--- src/rtl/bus_demux_decoder_pkg.sv ---
// Address map and slave identifiers shared by the bus front end.
//   RAM_TOP_DEFAULT / IO_BASE_DEFAULT : default address map
//   *_OFS                             : slave offsets inside the I/O page
//   slave_t                           : which slave an address belongs to
package bus_demux_decoder_pkg;

    typedef logic [15:0] addr_t;

    localparam addr_t RAM_TOP_DEFAULT = 16'h7FFF;
    localparam addr_t IO_BASE_DEFAULT = 16'hA000;

    // I/O page layout: LED @+0, switches @+1, timer @+2..+3, serial @+4..+7
    localparam addr_t LED_OFS    = 16'd0;
    localparam addr_t SWITCH_OFS = 16'd1;
    localparam addr_t TIMER_OFS  = 16'd2;
    localparam addr_t SERIAL_OFS = 16'd4;
    localparam addr_t IO_SPAN    = 16'd8;

    typedef enum logic [2:0] {
        SEL_NONE,
        SEL_RAM,
        SEL_LED,
        SEL_SWITCH,
        SEL_TIMER,
        SEL_SERIAL
    } slave_t;

endpackage

--- src/rtl/bus_demux_decoder_if.sv ---
// CPU-side multiplexed bus.
//   Data/ALE/nME/nOE/RnW : driven by the cpu (master)
//   Address              : latched address, driven by the front end (slave)
//   nWait/nIRQ           : stall and interrupt back to the cpu
interface bus_demux_decoder_if;

    logic [15:0] Data;
    logic        ALE;
    logic        nME;
    logic        nOE;
    logic        RnW;
    logic [15:0] Address;
    logic        nWait;
    logic        nIRQ;

    modport master (
        output Data, ALE, nME, nOE, RnW,
        input  Address, nWait, nIRQ
    );

    modport slave (
        input  Data, ALE, nME, nOE, RnW,
        output Address, nWait, nIRQ
    );

endinterface

--- src/rtl/bus_demux_decoder_sel_decode.sv ---
// Combinational address decoder: Address -> slave identifier.
//   Address in  16  latched bus address
//   slave   out     slave owning that address (SEL_NONE if unmapped)
// RAM takes priority should the I/O page ever be placed inside RAM.
module bus_demux_decoder_sel_decode
    import bus_demux_decoder_pkg::*;
#(
    parameter addr_t RAM_TOP = RAM_TOP_DEFAULT,
    parameter addr_t IO_BASE = IO_BASE_DEFAULT
) (
    input  addr_t  Address,
    output slave_t slave
);

    addr_t offset;

    always_comb begin
        slave  = SEL_NONE;
        offset = Address - IO_BASE;
        if (Address <= RAM_TOP) begin
            slave = SEL_RAM;
        end else if (Address >= IO_BASE && offset < IO_SPAN) begin
            if (offset < SWITCH_OFS)      slave = SEL_LED;
            else if (offset < TIMER_OFS)  slave = SEL_SWITCH;
            else if (offset < SERIAL_OFS) slave = SEL_TIMER;
            else                          slave = SEL_SERIAL;
        end
    end

endmodule

--- src/rtl/bus_demux_decoder.sv ---
// Slave-side front end of the system bus.
//   Clock, nReset      : clock and synchronous active-low reset
//   bus (slave)        : multiplexed cpu bus; Address/nWait/nIRQ returned
//   Test               : test mode, forces selects inactive and nWait high
//   wait_timer         : timer stall request
//   irq_timer/serial   : level interrupt requests
//   irq_mask           : {serial,timer} interrupt enables
//   nSel*              : active-low slave selects
//   bus_err            : pulse on an access start to an unmapped address
module bus_demux_decoder
    import bus_demux_decoder_pkg::*;
#(
    parameter addr_t       RAM_TOP   = RAM_TOP_DEFAULT,
    parameter addr_t       IO_BASE   = IO_BASE_DEFAULT,
    parameter int unsigned SERIAL_WS = 1
) (
    input  logic                        Clock,
    input  logic                        nReset,
    bus_demux_decoder_if.slave          bus,
    input  logic                        Test,
    input  logic                        wait_timer,
    input  logic                        irq_timer,
    input  logic                        irq_serial,
    input  logic [1:0]                  irq_mask,
    output logic                        nSelRAM,
    output logic                        nSelLED,
    output logic                        nSelSwitch,
    output logic                        nSelTimer,
    output logic                        nSelSerial,
    output logic                        bus_err
);

    localparam logic [2:0] WS_LOAD = 3'(SERIAL_WS);

    addr_t      addr_q;
    logic       nme_q;
    logic [2:0] ws_cnt;
    logic       nirq_q;
    slave_t     slave;
    logic       access_start;
    logic       sel_active;
    logic       unused_strobes;

    bus_demux_decoder_sel_decode #(
        .RAM_TOP (RAM_TOP),
        .IO_BASE (IO_BASE)
    ) u_sel_decode (
        .Address (addr_q),
        .slave   (slave)
    );

    always_ff @(posedge Clock) begin
        if (!nReset) begin
            addr_q <= '0;
            nme_q  <= 1'b1;
            ws_cnt <= '0;
            nirq_q <= 1'b1;
        end else begin
            if (bus.ALE) addr_q <= bus.Data;
            nme_q  <= bus.nME;
            nirq_q <= ~((irq_timer & irq_mask[0]) | (irq_serial & irq_mask[1]));
            if (bus.nME)
                ws_cnt <= '0;
            else if (access_start && slave == SEL_SERIAL)
                ws_cnt <= WS_LOAD;
            else if (ws_cnt != '0)
                ws_cnt <= ws_cnt - 3'd1;
        end
    end

    // nME falling edge marks the first cycle of an access
    assign access_start = nme_q & ~bus.nME;
    assign sel_active   = ~bus.nME & ~Test;

    always_comb begin
        nSelRAM    = 1'b1;
        nSelLED    = 1'b1;
        nSelSwitch = 1'b1;
        nSelTimer  = 1'b1;
        nSelSerial = 1'b1;
        if (sel_active) begin
            case (slave)
                SEL_RAM:    nSelRAM    = 1'b0;
                SEL_LED:    nSelLED    = 1'b0;
                SEL_SWITCH: nSelSwitch = 1'b0;
                SEL_TIMER:  nSelTimer  = 1'b0;
                SEL_SERIAL: nSelSerial = 1'b0;
                default:    ;
            endcase
        end
    end

    assign bus_err     = access_start & (slave == SEL_NONE);
    assign bus.Address = addr_q;
    assign bus.nWait   = Test | ~((ws_cnt != '0) | (~nSelTimer & wait_timer));
    assign bus.nIRQ    = nirq_q;

    // Strobes are routed to the slaves elsewhere; they do not affect decode
    assign unused_strobes = bus.nOE ^ bus.RnW;

endmodule

--- src/flat_wrapper.sv ---
// flat-port wrapper written by rule: the top's interface ports become plain ports
module bus_demux_decoder_flat import bus_demux_decoder_pkg::*;
#(
    parameter addr_t       RAM_TOP   = RAM_TOP_DEFAULT,
    parameter addr_t       IO_BASE   = IO_BASE_DEFAULT,
    parameter int unsigned SERIAL_WS = 1
)
  (Clock, nReset, Test, wait_timer, irq_timer, irq_serial, irq_mask, nSelRAM, nSelLED, nSelSwitch, nSelTimer, nSelSerial, bus_err, bus_Data, bus_ALE, bus_nME, bus_nOE, bus_RnW, bus_Address, bus_nWait, bus_nIRQ);
  bus_demux_decoder_if bus_i ();
  input  logic Clock;
  input  logic nReset;
  input  logic Test;
  input  logic wait_timer;
  input  logic irq_timer;
  input  logic irq_serial;
  input  logic [1:0] irq_mask;
  output logic nSelRAM;
  output logic nSelLED;
  output logic nSelSwitch;
  output logic nSelTimer;
  output logic nSelSerial;
  output logic bus_err;
  input wire logic [$bits(bus_i.Data)-1:0] bus_Data;
  input wire logic [$bits(bus_i.ALE)-1:0] bus_ALE;
  input wire logic [$bits(bus_i.nME)-1:0] bus_nME;
  input wire logic [$bits(bus_i.nOE)-1:0] bus_nOE;
  input wire logic [$bits(bus_i.RnW)-1:0] bus_RnW;
  output wire logic [$bits(bus_i.Address)-1:0] bus_Address;
  output wire logic [$bits(bus_i.nWait)-1:0] bus_nWait;
  output wire logic [$bits(bus_i.nIRQ)-1:0] bus_nIRQ;
  assign bus_i.Data = bus_Data;
  assign bus_i.ALE = bus_ALE;
  assign bus_i.nME = bus_nME;
  assign bus_i.nOE = bus_nOE;
  assign bus_i.RnW = bus_RnW;
  assign bus_Address = bus_i.Address;
  assign bus_nWait = bus_i.nWait;
  assign bus_nIRQ = bus_i.nIRQ;
  bus_demux_decoder #(.RAM_TOP(RAM_TOP), .IO_BASE(IO_BASE), .SERIAL_WS(SERIAL_WS)) u_core (.Clock(Clock), .nReset(nReset), .bus(bus_i), .Test(Test), .wait_timer(wait_timer), .irq_timer(irq_timer), .irq_serial(irq_serial), .irq_mask(irq_mask), .nSelRAM(nSelRAM), .nSelLED(nSelLED), .nSelSwitch(nSelSwitch), .nSelTimer(nSelTimer), .nSelSerial(nSelSerial), .bus_err(bus_err));
endmodule
--- config.mk ---
export PLATFORM = sky130hd
export DESIGN_NAME = bus_demux_decoder_flat
export DESIGN_NICKNAME = d
export VERILOG_FILES = /design/src/rtl/bus_demux_decoder_pkg.sv /design/src/rtl/bus_demux_decoder_if.sv /design/src/rtl/bus_demux_decoder_sel_decode.sv /design/src/rtl/bus_demux_decoder.sv /design/src/flat_wrapper.sv
export SDC_FILE = /design/constraint.sdc
export NUM_CORES = 1
export LEC_CHECK = 0
export CORE_MARGIN = 1.5
export CORE_UTILIZATION = 57
export CTS_BUF_LIST = sky130_fd_sc_hd__clkbuf_2
export CTS_CLUSTER_SIZE = 24
export DETAILED_ROUTE_END_ITERATION = 7
export DONT_BUFFER_PORTS = 1
export PLACE_DENSITY = 0.72
export SETUP_SLACK_MARGIN = 0.05
export SLEW_MARGIN = 20
export SYNTH_ARGS = -nofsm -noshare
export SYNTH_HDL_FRONTEND = slang
export SYNTH_SLANG_ARGS = --single-unit
--- constraint.sdc ---
create_clock -name Clock -period 1.89 [get_ports Clock]
set_input_delay 0.567 -clock Clock [delete_from_list [all_inputs] [get_ports Clock]]
set_output_delay 0.567 -clock Clock [all_outputs]
set_load 0.05 [all_outputs]
==> metrics, run 1 <==
status=finished, violations left; failing checks=DRC, setup timing; post-route insts no fill=137; Layout Nets=roughly 150; chip width=44.4 um; M3 GR Usage=0.0694; Hold Path Class=input port to register; cell taking the most area after synthesis=dfxtp_1; Post-CTS Setup Repair Bufs=0; P per Cell Area=around 670 nW/um^2; Synth cell types=26; layer with the highest usage=met2; Worst R2R End=u_core.ws_cnt[1]; Die H=between 40 and 50 um; syn nets=around 130; Static Leak=~0.00056 uW; Reg2Reg Launch Point=u_core.bus.Address[3]; number of global-route vias before repair=between 700 and 800; Total Routing Usage GR=0.233; Post-Syn Instances=95; CP Capture Type=output pin; row cnt=14; top cells by area, synth=dfxtp_1 (43%), mux2i_1 (17%), nor2b_1 (12%), ha_1 (3.8%), and4bb_2 (2.6%); root buffer cell=clkbuf_2; R2R Setup Slk=0.27 ns; CTS Sinks=21; num ports=52; syn_area_per_cell=~10 um^2; worst reg2reg path depth=4; dpl ws=-0.207 ns; Fill cells=about 100; hold path start=nReset; FFs w/ async S/R, synth=0; DRC=2; RePlAce Congestion=0.780; DRT iter0 DRCs=7; Port Buffers=0; CP Launch Point=u_core.bus.Address[3]; VDD IR max=0.521 mV; Flop pwr share=0.554; # diodes=0; Commonest cells post-synth=dfxtp_1 (21), nor2b_1 (18), mux2i_1 (17); XOR/XNOR Fraction of Synth Area=0.00895; NetSw=around 280 uW; Least-Margin Pin Slew=between 0.4 and 0.5 ns; sw frac=0.315; sequential share of the synthesized area=0.430; maximum number of pins on one net before global-route repair=19; first-pass GRT wire length=3.30 mm; Max Cap Viol=0; GR met2 Demand/Resource=0.415; worst-path fanout max=3; share of cells above drive strength 1=0.397; EDFF count, synth=0; grt total ovfl=0; GRT met1 Usage=0.250; Adder-Cell Fraction of Synth Area=0.0384; RSZ-0062 raised after global routing=true; final hold violation count=0; clock share of power=0.217; Arr. time, crit path=between 1.5 and 2 ns; Worst setup endpoint=bus_nWait; worst setup path class=register to output pin; Slew HR=0.685; crit path launch type=register; TritonCTS clock tree=done; Power Internal=approximately 600 uW; Tmin final=2.47 ns; main combinational cell family by area after synthesis=simple AND/OR/NAND/NOR gates; Via Count=782; most frequent cell after synthesis=dfxtp_1; H-tree depth=1; Initial Util=0.628; Clk Latency, worst-skew pair=~0.32 ns; Compound-Gate Fraction of Synth Area=0.0537; Final ANT Viol Nets=0; Synth Area in Simple Gates=0.251; top_reg_cell synth=dfxtp_1; drt total wl=2.13 mm; power share of the combinational group=0.229; TritonCTS buffer count=3; average wire per standard cell=15.5 um; Setup WS post-layout=-0.576 ns; drt first pass iters=6; endpoints failing setup=6; Slew Viols, Final=0; maximum clock frequency=406 MHz; clk_skew=0.00571 ns; Via-to-Cell Ratio=5.71; Area growth syn-to-layout=33.6%; mapped cell area=about 980 um^2; Post-DP HPWL=approximately 1.7 mm; Seq cells post-synth=21; Synth top area share=0.430; dpl cells=roughly 130; multiplexer area fraction after synthesis=0.185; Final period util=1.30; antenna violations before repair=0; Core Area=~1600 um^2; Worst EP required=1.32 ns; Ys Warns=0; total die area=1970 um^2; Max clock buf depth=2; clock-pin slew on the worst setup and hold paths=0.19 ns
worst max-delay path, stage by stage, from the launching register on:
cell and delay [ns]:
dfxtp_4 0.38, or4b_4 0.53, and4bb_2 0.41, a41oi_4 0.26
timing repair:
item | 4_1_cts | 5_1_grt
resized for setup | 8 | 1
hold buffers | 0 | 0
setup endpoints to repair | 7 | 7
pin swaps | 5 | 1
cloned | 0 | 0
layer usage:
metal,up-vias,wire (um)
met5,-,0
met4,0,44
met3,5,149
met2,36,1110
met1,358,824
li1,383,-
stage by stage:
step	total power [uW]	utilization	hold WS (ns)	TNS [ns]	area [um^2]
after floorplan	644	-	0.514	-2.12	1040
after global placement	681	0.798	0.535	-1.05	1240
after detailed placement	687	0.798	0.539	-1.11	1240
after CTS	874	0.836	0.285	-3.28	1300
after global routing	912	0.839	0.259	-3.78	1310
final	875	0.839	0.291	-3.30	1310
cell type report:
type / instances / area, um^2 / share of cell area
timing repair buffer: 25 / 223 / 0.170
multi-input combinational: 66 / 588 / 0.450
sequential: 21 / 438 / 0.335
clock buffer: 4 / 20.0 / 0.0153
inverter: 5 / 18.8 / 0.0144
tap: 16 / 20.0 / 0.0153
cells in the final DEF (no fill, tap or decap), types with 2 or more instances in the layout:
cell	instances
nor2_1	4
clkbuf_2	4
nand2_1	2
buf_6	4
inv_1	3
ha_1	2
buf_4	19
mux2i_1	17
dfxtp_1	15
a211oi_1	2
inv_2	2
dfxtp_2	2
nand3_1	2
dfxtp_4	4
nor2b_1	18
and4bb_2	2
power groups by stage:
stage / combinational [uW] / sequential (uW) / clock [uW]
floorplan: 78.3 / 565 / 0
global placement: 188 / 492 / 0
detailed placement: 193 / 493 / 0
CTS: 200 / 484 / 190
global route: 211 / 487 / 213
finish: 201 / 485 / 190
kinds of logic after synthesis:
logic type | Yosys count
and+or+nand+nor | 39
xor gates and xnor gates | 1
DFF | 21
buffers and inverters | 8
muxes | 18
adders and majority gates | 3
AOI/OAI and AO/OA | 5
state kept, by name (all words and copies together), names as in the netlist:
name	flops
u_core.nme_q	1
u_core.bus.Address	16
u_core.ws_cnt	3
u_core.bus.nIRQ	1
worst min-delay path by stage:
stage,endpoint,depth (start not counted)
2_1_floorplan,u_core.ws_cnt[2],2
3_3_place_gp,u_core.bus.Address[13],2
3_5_place_dp,u_core.bus.Address[13],2
4_1_cts,u_core.bus.nIRQ,1
5_1_grt,u_core.bus.nIRQ,1
6_report,u_core.bus.nIRQ,1
No activity file was read; power rests on OpenSTA's default activity.
==> run 2: changes to the inputs <==
--- a/config.mk
+++ b/config.mk
@@ -6,12 +6,12 @@
 export NUM_CORES = 1
 export LEC_CHECK = 0
 export CORE_MARGIN = 1.5
-export CORE_UTILIZATION = 57
+export CORE_UTILIZATION = 40
 export CTS_BUF_LIST = sky130_fd_sc_hd__clkbuf_2
 export CTS_CLUSTER_SIZE = 24
 export DETAILED_ROUTE_END_ITERATION = 7
 export DONT_BUFFER_PORTS = 1
-export PLACE_DENSITY = 0.72
+export PLACE_DENSITY = 0.53
 export SETUP_SLACK_MARGIN = 0.05
 export SLEW_MARGIN = 20
 export SYNTH_ARGS = -nofsm -noshare
==> run 2 against run 1 <==
The run ends with setup timing left. Register-to-register slack better by 0.04 ns. Critical path type unchanged. Design area is 1.5% higher. Total power is 0.56% lower. Clock skew rose by 0.0022 ns. Sequential power is essentially flat. Critical path depth grew 1. Global-route usage fell by 7.7 points. Combinational power barely moved. Routed wire length decreased by 2.5%. Non-clock buffer count up 1.
==> metrics, run 2 (same netlist as run 1, synthesis figures left out) <==
status=finished, violations left; failing checks=setup timing; num ports=52 (unchanged); # diodes=0 (unchanged); Arr. time, crit path=1.86 ns (-0.04 ns); Worst Path Buf+Inv=1 (+1); endpoints failing setup=6 (unchanged); RSZ-0062 raised after global routing=true; Clk Latency, worst-skew pair=0.32 ns (about the same); Least-Margin Pin Slew=0.469 ns (-0.00293 ns); Sum Neg Setup Slack=-3.16 ns (+0.140 ns); P per Cell Area=656 nW/um^2 (-2.1%); total die area=2750 um^2 (+39%); TritonCTS clock tree=done; CP Capture Type=output pin; largest registers=u_core.bus.Address: 16 flops, u_core.ws_cnt: 3 flops; dpl cells=146 (+9.8%); maximum number of pins on one net before global-route repair=19 (unchanged); max reg flops=16 (unchanged); CP top delay family=simple AND/OR/NAND/NOR gates; Static Leak=0.000560 uW (+0.71%); Worst EP required=1.32 ns (about the same); first-pass GRT wire length=3.12 mm (-5.5%); Slew HR=0.687 (+0.00196); worst setup path class=register to output pin; Max clock buf depth=2 (unchanged); grt total ovfl=0 (unchanged); Initial Util=0.434 (-0.194); worst-path fanout max=4 (+1); Via-to-Cell Ratio=5.17 (-9.4%); Die H=52.5 um (+18%); final hold violation count=0 (unchanged); Hold Path Class=input port to register; clk_skew=0.00796 ns (+0.00225 ns); Layout Nets=154 (+0.65%); clock-pin slew on the worst setup and hold paths=0.21 ns (+0.02 ns); Tmin final=2.43 ns (-0.0341 ns); RePlAce Congestion=0.729 (-6.5%); CP Cell Sequence=or4b_4, and4bb_2, nand4b_1, buf_6; Slew Viols, Final=0 (unchanged); number of global-route vias before repair=736 (-5.4%); Post-DP HPWL=1.60 mm (-3.6%); CP peak stage delay=0.51 ns (-0.02 ns); drt total wl=2.07 mm (-2.5%); DRT iter0 DRCs=5 (-2); average wire per standard cell=13.8 um (-11%); Port Buffers=0 (unchanged); post-route insts no fill=150 (+9.5%); antenna violations before repair=0 (unchanged); root buffer cell=clkbuf_2; Setup WS post-layout=-0.542 ns (+0.0341 ns); DRC=0 (-2); drt first pass iters=4 (-2); Core Area=2250 um^2 (+45%); Via Count=776 (-0.77%); VDD IR max=0.346 mV (-34%); Final period util=1.29 (-0.0180); maximum clock frequency=411 MHz (+1.4%); TritonCTS buffer count=3 (unchanged); Crit-path slowest cell=or4b_4; Finished Cell Area=1330 um^2 (+1.5%); Placed Area=1270 um^2 (+1.8%); Power Total=871 uW (-0.56%); Largest Register=u_core.bus.Address; Fill cells=222 (+130%); row cnt=17 (+3); CTS Sinks=21 (unchanged); Post-CTS Setup Repair Bufs=0 (unchanged); most frequent cells in the layout=buf_4 (20), nor2b_1 (18), mux2i_1 (17); crit path launch type=register; Area growth syn-to-layout=35.7%; hold buffers post-CTS=0 (unchanged); H-tree depth=1 (unchanged); Final ANT Viol Nets=0 (unchanged); chip width=52.5 um (+18%); Total Routing Usage GR=0.156 (-0.0767); fin util=0.589 (-0.250); Max Cap Viol=0 (unchanged); share of cells above drive strength 1=0.402 (+0.00495); commonest non-fill, non-tap cell in the layout=buf_4
run 2: what timing repair did:
item                       4_1_cts  5_1_grt
resized for setup                9        1
setup endpoints to repair        7        7
pin swaps                        8        5
run 2: layout make-up:
| class | instances | area, um^2 | area share |
|---|---|---|---|
| multi-input combinational | 66 | 586 | 0.441 |
| sequential | 21 | 438 | 0.330 |
| timing repair buffer | 26 | 230 | 0.173 |
| tap | 28 | 35.0 | 0.0264 |
| inverter | 5 | 18.8 | 0.0141 |
| clock buffer | 3 | 15.0 | 0.0113 |
| clock inverter | 1 | 5.00 | 0.00377 |
run 2: stage by stage:
step                hold slack, ns  worst slack (ns)
floorplan                    0.514            -0.415
global placement             0.563            -0.191
detailed placement           0.574            -0.211
CTS                          0.273            -0.561
global route                 0.243            -0.653
finish                       0.284            -0.542
run 2: path summary, 6_finish.rpt:
kind / from / endpoint / slack [ns] / depth (start not counted)
setup / recovery: u_core.bus.Address[4] / nSelLED / -0.54 / 4
hold / removal: nReset / u_core.bus.nIRQ / 0.28 / 1
setup reg to reg: u_core.bus.Address[4] / u_core.ws_cnt[1] / 0.31 / 4
hold reg to reg: u_core.ws_cnt[2] / u_core.ws_cnt[2] / 0.59 / 2
run 2: power by group:
group	switching (uW)	leakage, uW	internal (uW)
logic	120	0.000368	78.9
clock network	140	0.0000164	48.0
registers	19.5	0.000176	465
total	279	0.000560	591
run 2: metal layers:
| metal | up-vias | GRT usage | routed length, um |
|---|---|---|---|
| met5 | - | 0 | 0 |
| li1 | 384 | - | - |
| met3 | 2 | 0.0371 | 177 |
| met4 | 0 | 0.0641 | 11 |
| met2 | 36 | 0.238 | 931 |
| met1 | 354 | 0.211 | 954 |
==> run 3: changes to the inputs <==
--- a/config.mk
+++ b/config.mk
@@ -11,7 +11,7 @@
 export CTS_CLUSTER_SIZE = 24
 export DETAILED_ROUTE_END_ITERATION = 7
 export DONT_BUFFER_PORTS = 1
-export PLACE_DENSITY = 0.53
+export PLACE_DENSITY = 0.51
 export SETUP_SLACK_MARGIN = 0.05
 export SLEW_MARGIN = 20
 export SYNTH_ARGS = -nofsm -noshare
==> constraint.sdc (replaced) <==
create_clock -name Clock -period 3.05 [get_ports Clock]
set_input_delay 0.915 -clock Clock [delete_from_list [all_inputs] [get_ports Clock]]
set_output_delay 0.915 -clock Clock [all_outputs]
set_load 0.05 [all_outputs]
==> run 3 against run 2 <==
The run now ends clean. Sequential share of layout area increased by 2.9 points. Via count fell by 7.5%. Design area fell by 12%. Critical path type unchanged. Critical endpoint is now bus_nWait. Highest routed layer unchanged.
==> metrics, run 3 (same netlist as run 1, synthesis figures left out) <==
commonest non-fill, non-tap cell in the layout=dfxtp_1; CP peak stage delay=0.53 ns (+0.02 ns); Crit-path slowest cell=dfxtp_1; P per Cell Area=443 nW/um^2 (-32%); Post-CTS Setup Repair Bufs=0 (unchanged); total die area=2750 um^2 (unchanged); fin util=0.521 (-0.0683); Worst EP required=2.13 ns (+0.81 ns); Max Cap Viol=0 (unchanged); hold path start=u_core.ws_cnt[2]; Port Buffers=0 (unchanged); hold-critical path depth=2 (+1); RePlAce Congestion=0.729 (unchanged); Layout Nets=143 (-7.1%); post-cts sizing count=0 (-9); Tmin final=approximately 2.9 ns; Post-DP HPWL=1.44 mm (-9.8%); Power Total=520 uW (-40%); Worst R2R End=u_core.ws_cnt[1]; TritonCTS buffer count=3 (unchanged); Reg2Reg Launch Point=u_core.ws_cnt[0]; Register Area=422 um^2 (-3.7%); Die H=52.5 um (unchanged); row cnt=17 (unchanged); Slew Viols, Final=0 (unchanged); final hold violation count=0 (unchanged); Final ANT Viol Nets=0 (unchanged); Arr. time, crit path=1.96 ns (+0.10 ns); Initial Util=0.434 (unchanged); RSZ-0062 raised after global routing=false; Via Count=718 (-7.5%); maximum number of pins on one net before global-route repair=19 (unchanged); Slew HR=0.625 (-0.0620); chip width=52.5 um (unchanged); root buffer cell=clkbuf_2; Area growth syn-to-layout=19.9%; Static Leak=0.000493 uW (-12%); Least-Margin Pin Slew=0.562 ns (+0.0929 ns); drt first pass iters=3 (-1); multi-input logic area=553 um^2 (-5.6%); clock-pin slew on the worst setup and hold paths=0.19 ns (-0.02 ns); drt total wl=1.89 mm (-9.0%); most frequent cells in the layout=dfxtp_1 (20), nor2b_1 (18), mux2i_1 (17); number of global-route vias before repair=643 (-13%); hold buffers post-CTS=0 (unchanged); share of cells above drive strength 1=0.261 (-0.140); max reg flops=16 (unchanged); clk_skew=0.00203 ns (-0.00593 ns); grt total ovfl=0 (unchanged); Total Routing Usage GR=0.144 (-0.0116); maximum clock frequency=348 MHz; DRC=0 (unchanged); first-pass GRT wire length=2.86 mm (-8.2%); antenna violations before repair=0 (unchanged); Largest Register=u_core.bus.Address; status=completed; average wire per standard cell=13.6 um (-1.8%); CTS Sinks=21 (unchanged); Clk Latency, worst-skew pair=0.31 ns (about the same); # diodes=0 (unchanged); TritonCTS clock tree=done; Max clock buf depth=2 (unchanged); worst setup path class=register to output pin; crit path launch type=register; Min-Delay Endpoint=u_core.ws_cnt[2]; endpoints failing setup=0 (-6); Fill cells=222 (unchanged); worst-path fanout max=5 (+1); CP Cell Sequence=or2_2, and4bb_4, a41oi_2, buf_12; DRT iter0 DRCs=5 (unchanged); Hold Path Class=register to register; CP Capture Type=output pin; Via-to-Cell Ratio=5.17 (-0.15%); Final period util=0.942; largest registers=u_core.bus.Address: 16 flops, u_core.ws_cnt: 3 flops; Core Area=2250 um^2 (unchanged); worst reg2reg path depth=5 (+1); hold_ws=0.575 ns (+0.292 ns); R2R Setup Slk=1.58 ns (+1.27 ns); H-tree depth=1 (unchanged); VDD IR max=0.304 mV (-12%); num ports=52 (unchanged)
[run 3: cell types whose count changed in the layout (fill, tap and decap cells not counted), moves of 2 or more]
cell and delta:
buf_4 -6, buf_6 -4, dfxtp_1 +5, dfxtp_4 -4, inv_1 +2, inv_2 -2
[run 3: layout make-up]
type / instances / share of cell area
clock inverters: 1 / 0.00426
well taps: 28 / 0.0299
inverters: 5 / 0.0160
flip-flops and latches: 21 / 0.359
repair buffers: 15 / 0.107
multi-input cells: 66 / 0.471
clock buffers: 3 / 0.0128
[run 3: critical path: cells and delay by family, from the launching register on]
kind,cells,cell delay (ns)
AOI/OAI and AO/OA,1,0.15
buffers and inverters,1,0.18
DFF,1,0.53
and+or+nand+nor,2,0.78
[run 3: metal layers]
| metal | routed length (um) | part of all wire | track usage | up-vias |
|---|---|---|---|---|
| met5 | 0 | 0 | 0 | - |
| li1 | - | - | - | 362 |
| met2 | 851 | 0.45 | 0.206 | 30 |
| met4 | 27 | 0.014 | 0.0769 | 0 |
| met1 | 857 | 0.45 | 0.196 | 322 |
| met3 | 150 | 0.079 | 0.0400 | 4 |
[run 3: worst max path at each step]
stage                     slack (ns)  cells past startpoint    endpoint                   start
after floorplan                -0.01                      5     bus_err  u_core.bus.Address[13]
after global placement          0.25                      4  nSelSwitch                 bus_nME
after detailed placement        0.23                      4  nSelSwitch                 bus_nME
after CTS                       0.07                      6   bus_nWait  u_core.bus.Address[13]
after global routing            0.07                      4   bus_nWait   u_core.bus.Address[6]
final                           0.18                      4   bus_nWait   u_core.bus.Address[6]
[run 3: through the flow]
| stage | setup WS (ns) | instances | setup TNS, ns | instance area (um^2) |
|---|---|---|---|---|
| CTS | 0.0673 | 139 | 0 | 1160 |
| global placement | 0.250 | 135 | 0 | 1140 |
| finish | 0.178 | 139 | 0 | 1170 |
| floorplan | -0.0143 | 95 | -0.0143 | 991 |
| detailed placement | 0.226 | 135 | 0 | 1140 |
| global route | 0.0665 | 139 | 0 | 1170 |
[run 3: power breakdown]
part	total [uW]	internal (uW)	switching, uW	leakage [uW]
logic	83.8	35.7	48.0	0.000304
clock network	114	29.7	83.9	0.0000164
registers	323	289	33.7	0.000173
